### config.mk
export PLATFORM = sky130hd
export DESIGN_NAME = base_scatter_flat
export DESIGN_NICKNAME = d
export VERILOG_FILES = /design/src/rtl/base_scatter_if.sv /design/src/rtl/base_scatter.sv /design/src/flat_wrapper.sv
export SDC_FILE = /design/constraint.sdc
export NUM_CORES = 1
export LEC_CHECK = 0
export ABC_AREA = 1
export CAP_MARGIN = 40
export CORE_AREA = 2 2 39 41
export DETAILED_ROUTE_END_ITERATION = 7
export DIE_AREA = 0 0 41 43
export PLACE_DENSITY = 0.57
export SYNTH_ARGS = -nofsm -noshare
export SYNTH_HDL_FRONTEND = slang
export SYNTH_SLANG_ARGS = --single-unit
### constraint.sdc
create_clock -name clk -period 1.1 [get_ports clk]
set_input_delay 0.33 -clock clk [delete_from_list [all_inputs] [get_ports clk]]
set_output_delay 0.33 -clock clk [all_outputs]
set_load 0.03 [all_outputs]
### src/rtl/base_scatter_if.sv
// Handshake bundle for base_scatter: one keyed upstream item in, per-way valid/ready out.
interface base_scatter_if #(
  parameter int ways      = 2,
  parameter int kw        = 1,
  parameter int dw        = 1,
  parameter int aux_width = 1
);

  logic                 i_v;
  logic                 i_r;
  logic [ways-1:0]      i_m;
  logic [kw-1:0]        i_k;
  logic [dw-1:0]        i_d;
  logic [aux_width-1:0] i_aux;

  logic [ways-1:0]      o_v;
  logic [ways-1:0]      o_r;
  logic [kw-1:0]        o_k;
  logic [dw-1:0]        o_d;
  logic [aux_width-1:0] o_aux;

  // Upstream producer plus downstream consumers, i.e. everything around the scatter.
  modport master (
    output i_v, i_m, i_k, i_d, i_aux, o_r,
    input  i_r, o_v, o_k, o_d, o_aux
  );

  modport slave (
    input  i_v, i_m, i_k, i_d, i_aux, o_r,
    output i_r, o_v, o_k, o_d, o_aux
  );

endinterface

### src/rtl/base_scatter.sv
// Keyed item scatter: one holding register delivers each item to every way in its mask.
// Optional saturating zero-mask drop counter enabled by BASE_SCATTER_DROP_CNT_EN.
module base_scatter #(
  parameter int ways      = 2,
  parameter int kw        = 1,
  parameter int dw        = 1,
  parameter int aux_width = 1
`ifdef BASE_SCATTER_DROP_CNT_EN
  , parameter int cw      = 16
`endif
) (
  input  logic          clk,
  input  logic          reset,
  base_scatter_if.slave bus
`ifdef BASE_SCATTER_DROP_CNT_EN
  , output logic [cw-1:0] o_drop_cnt
`endif
);

  logic [ways-1:0]      pm;
  logic [ways-1:0]      acc;
  logic [ways-1:0]      rem;
  logic                 done;
  logic                 take;
  logic [kw-1:0]        k_q;
  logic [dw-1:0]        d_q;
  logic [aux_width-1:0] aux_q;

  // done also covers the cycle in which the last pending ways accept, so a new
  // item can be taken with no bubble.
  always_comb begin
    acc  = pm & bus.o_r;
    rem  = pm & ~acc;
    done = (rem == '0);
    take = done & bus.i_v;
  end

  assign bus.i_r   = done;
  assign bus.o_v   = pm;
  assign bus.o_k   = k_q;
  assign bus.o_d   = d_q;
  assign bus.o_aux = aux_q;

  always_ff @(posedge clk or negedge reset) begin
    if (!reset) begin
      pm    <= '0;
      k_q   <= '0;
      d_q   <= '0;
      aux_q <= '0;
    end else begin
      pm <= take ? bus.i_m : rem;
      // A zero-mask item is consumed without disturbing the (invisible) payload.
      if (take && (bus.i_m != '0)) begin
        k_q   <= bus.i_k;
        d_q   <= bus.i_d;
        aux_q <= bus.i_aux;
      end
    end
  end

`ifdef BASE_SCATTER_DROP_CNT_EN
  logic [cw-1:0] drop_q;

  always_ff @(posedge clk or negedge reset) begin
    if (!reset) begin
      drop_q <= '0;
    end else if (take && (bus.i_m == '0) && (drop_q != '1)) begin
      drop_q <= drop_q + cw'(1);
    end
  end

  assign o_drop_cnt = drop_q;
`endif

endmodule

### src/flat_wrapper.sv
// flat-port wrapper written by rule: the top's interface ports become plain ports
module base_scatter_flat 
#(
  parameter int ways      = 2,
  parameter int kw        = 1,
  parameter int dw        = 1,
  parameter int aux_width = 1

)
  (clk, reset, bus_i_v, bus_i_m, bus_i_k, bus_i_d, bus_i_aux, bus_o_r, bus_i_r, bus_o_v, bus_o_k, bus_o_d, bus_o_aux);
  base_scatter_if #(.ways(ways), .kw(kw), .dw(dw), .aux_width(aux_width)) bus_i ();
  input  logic clk;
  input  logic reset;
  input wire logic [$bits(bus_i.i_v)-1:0] bus_i_v;
  input wire logic [$bits(bus_i.i_m)-1:0] bus_i_m;
  input wire logic [$bits(bus_i.i_k)-1:0] bus_i_k;
  input wire logic [$bits(bus_i.i_d)-1:0] bus_i_d;
  input wire logic [$bits(bus_i.i_aux)-1:0] bus_i_aux;
  input wire logic [$bits(bus_i.o_r)-1:0] bus_o_r;
  output wire logic [$bits(bus_i.i_r)-1:0] bus_i_r;
  output wire logic [$bits(bus_i.o_v)-1:0] bus_o_v;
  output wire logic [$bits(bus_i.o_k)-1:0] bus_o_k;
  output wire logic [$bits(bus_i.o_d)-1:0] bus_o_d;
  output wire logic [$bits(bus_i.o_aux)-1:0] bus_o_aux;
  assign bus_i.i_v = bus_i_v;
  assign bus_i.i_m = bus_i_m;
  assign bus_i.i_k = bus_i_k;
  assign bus_i.i_d = bus_i_d;
  assign bus_i.i_aux = bus_i_aux;
  assign bus_i.o_r = bus_o_r;
  assign bus_i_r = bus_i.i_r;
  assign bus_o_v = bus_i.o_v;
  assign bus_o_k = bus_i.o_k;
  assign bus_o_d = bus_i.o_d;
  assign bus_o_aux = bus_i.o_aux;
  base_scatter #(.ways(ways), .kw(kw), .dw(dw), .aux_width(aux_width)) u_core (.clk(clk), .reset(reset), .bus(bus_i));
endmodule
Word-level counts from Yosys, hierarchy flattened

Cells that the tools add are included.
W data, S select, Z words.

Bits in registers: 5
Output and inout bits: 6
Bits of input ports: 10

Reductions and logical operators: 3
Mux-type cells: 1
Bitwise logic cells: 4

Operators with widths:

| cell                | number |
|---|---|
| $and A2 B2 Y2       | 2 |
| $logic_not A2 Y1    | 1 |
| $mux W2             | 1 |
| $not A2 Y2          | 1 |
| $reduce_bool A2 Y1  | 1 |
| $and A1 B1 Y1       | 1 |
| $logic_and A1 B1 Y1 | 1 |

Depth between registers and ports, before layout

Depth after elaboration: 6
Gate-level depth with buffers: 6
Mapped depth without buffers: 6

Worst setup path after synthesis

OpenSTA, ideal clock, no wires.

Path kind: register to output
From: reg u_core.pm[0], in the netlist u_core.bus.o_v[0]
To: out bus_i_r
Cell stages (with the launch flop): 4
Arrival time: 0.833 ns
Required time: 0.770 ns
Setup slack: -0.063 ns
Cells stage by stage: dfrtp_1 -> nand2_2 -> nand2_2 -> inv_2

Longest elaborated chain between the ends: 4

RTL lines:

| element                | RTL line           | RTL |
|---|---|---|
| from (decl)            | base_scatter.sv:20 | `logic [ways-1:0] pm;` |
| from (signal assigned) | base_scatter.sv:51 | `pm <= take ? bus.i_m : rem;` |
| $and A2 B2 Y2          | base_scatter.sv:32 | `acc = pm & bus.o_r;` |
| $not A2 Y2             | base_scatter.sv:33 | `rem = pm & ~acc;` |
| $and A2 B2 Y2 (*)      | base_scatter.sv:33 |  |
| $logic_not A2 Y1 (*)   | base_scatter.sv:34 | `done = (rem == '0);` |
| to (decl)              | flat_wrapper.sv:20 | `output wire logic [$bits(bus_i.i_r)-1:0] bus_i_r;` |

Mark *: on every way between the ends. The rest lies on a longest branch, timed or not.

Worst setup path in the final report

From: reg u_core.pm[1], in the netlist u_core.bus.o_v[1]
To: out bus_i_r

The elaborated chain is that of the path after synthesis.

==> results.txt <==
WP data required - 0.77 ns
Nets - 70
Worst path bufs/invs - 2
Slew @ Worst Pin - 0.237 ns
# Max-Cap Violations - 0
Status - finished, violations left
GRT Overall Usage - 8.55%
Worst EP arrival - 0.96 ns
Primary FF master, synth - dfrtp_1
Hold crit path type - in2async
Fin util - 38.5%
Failing checks - negative setup slack
Area grow syn2layout - 121%
Final clock period utilization by the worst path - 117%
Pre-CTS WS - -0.395 ns
Distinct cells, synth - 9
Clock Latency Late Sink - 0.23 ns
Cell-by-cell trace of the critical path - nand2_2 -> nand2_2 -> inv_4 -> buf_6
Final min period - 1.29 ns
CTS Sinks - 5
Seq cells post-synth - 5
Top cell type's share of synthesized area - 51.8%
Final Hold Fails - 0
Dpl cells - 67
Starting Density - 17.5%
Yosys warnings - 0
PD cells - 1390 nW/um2
Number of enable flip-flop cells after synthesis - 0
Cell mode on critical path - nand2_2
I/O Buffers - 15
Fraction of final layout cells sized beyond drive strength 1 - 49.2%
Max stage delay on crit path - 0.40 ns
Clk slew on worst S/H paths - 0.04 ns
Pin count of the biggest net entering global routing - 6
Syn_area_per_cell - 8.33 um2
GR Overflow Total - 0
Cts bufs inserted - 3
Fill cell count - 151
Leak Pwr - 0.279 nW
Setup Viol. Count Final - 6
Die X - 41 um
RSZ-0062 raised after global routing - yes
Rows - 14
Synth area leaders - dfrtp_1, nand2_1, nand2_2
Most frequent cells after synthesis - nand2_1, dfrtp_1, inv_1
Clock Skews - 0.00114 ns
CTS tree - yes
Crit Path Max Fanout - 2
Largest area contributor in the netlist - dfrtp_1
Max-slew headroom at the worst pin - 84.1%
Post-route antenna net violation count - 0
Syn Inst Count - 29
WL final - 581 um
WL/cell - 7.75 um
Most common cell in the netlist - nand2_1
CTS Hold Bufs - 0
DR vias - 287
F_max - 0.775 GHz
Slowest cell on the critical path - dfrtp_2
DRC violations left - 0
Seq/Total Area, Yosys - 51.8%
Crit end category - output port
Total power - 0.000743 W
Vias per cell - 3.83
H-tree depth - 1
Initial antenna violation count - 0
Area of the die - 1760 um2
Ys async rst share - 100%
Post-DP HPWL - 497 um
DR iter-0 viols - 0
Cell Area, Placed - 454 um2
Startpoint type of the worst setup path - register
Antenna Cells - 0
Die Ht - 43 um
First-pass detailed-route iteration total - 1
Clock tree root buffer cell - clkbuf_4
Final GP Congestion - 0.612
CP top delay family - flip-flops
Post-synthesis cell area - 241 um2
Max VDD drop - 0.000423 V
Min setup slack post-route - -0.191 ns
Vias in the first global route - 264
Clock Tree Buf Depth - 2
Cell area after layout - 533 um2
Pins over their slew limit - 0
Net count after synthesis - 39
First-pass GRT wire length - 966 um
Setup CP Type - reg2out
Final Non-Filler Cells - 75
# IOs - 16
Core box area - 1380 um2
==> path summary, 6_finish.rpt <==
path / end / slack (ns) / depth (start not counted) / startpoint
setup / recovery: bus_i_r / -0.19 / 4 / u_core.bus.o_v[1]$_DFF_PN0_
hold / removal: u_core.bus.o_d$_DFFE_PN0P_ / 0.32 / 1 / reset
setup reg to reg: u_core.bus.o_k$_DFFE_PN0P_ / -0.06 / 7 / u_core.bus.o_v[0]$_DFF_PN0_
hold reg to reg: u_core.bus.o_d$_DFFE_PN0P_ / 0.49 / 2 / u_core.bus.o_d$_DFFE_PN0P_
max in group asynchronous: u_core.bus.o_v[0]$_DFF_PN0_ / 0.57 / 1 / reset
min in group clk: u_core.bus.o_d$_DFFE_PN0P_ / 0.49 / 2 / u_core.bus.o_d$_DFFE_PN0P_
==> power breakdown <==
| group | leakage, nW | switching (W) | internal (W) |
|---|---|---|---|
| Combinational | 0.204 | 0.000145 | 0.000157 |
| Sequential | 0.0598 | 0.0000208 | 0.000217 |
| Clock | 0.0150 | 0.0000674 | 0.000137 |
| Total | 0.279 | 0.000234 | 0.000510 |
==> sequential cells by signal, summed over array words and instances, names as in the netlist <==
signal            count
u_core.bus.o_aux      1
u_core.bus.o_d        1
u_core.bus.o_k        1
u_core.bus.o_v        2
==> logic make-up (layout without fill, tap and decap cells) <==
family	count (synthesis)	count (layout)	share of synthesized area [%]
buf+inv	6	36	9.33
simple gates	16	16	34.7
compound gates	2	2	4.15
flops	5	5	51.8
==> metal layers <==
metal	GRT usage [%]	part of all wire, %	up-vias
met5	0	0	-
met4	10.0	1.9	0
met3	2.09	7.2	2
met2	11.3	49	12
met1	9.71	42	125
li1	-	-	148
==> cell usage in the layout, fill, tap and decap left out, types with 3 or more instances in the layout <==
cell type / instances
buf_4: 11
clkdlybuf4s50_1: 7
nand2_1: 6
buf_6: 6
inv_1: 5
nand2_2: 5
nand3_1: 3
clkbuf_4: 3
dfrtp_1: 3
==> per-stage QoR <==
stage / hold WS, ns / setup TNS, ns
2_1_floorplan: 0.0344 / 0
3_3_place_gp: 0.456 / -1.82
3_5_place_dp: 0.468 / -1.84
4_1_cts: 0.327 / -0.380
5_1_grt: 0.333 / -0.929
6_report: 0.322 / -0.500
==> layout make-up <==
cell class / instances / area, um2 / area share [%]
flip-flops and latches: 5 / 128 / 23.9
well taps: 16 / 20.0 / 3.76
clock buffers: 4 / 26.3 / 4.93
repair buffers: 26 / 238 / 44.6
inverters: 6 / 25.0 / 4.69
multi-input cells: 18 / 96.3 / 18.1
==> repair_timing <==
item,CTS,global route
pin swaps,3,3
buffers inserted,3,1
resized for setup,7,2
setup endpoints to repair,10,9
(Power assumes the default switching activity.)
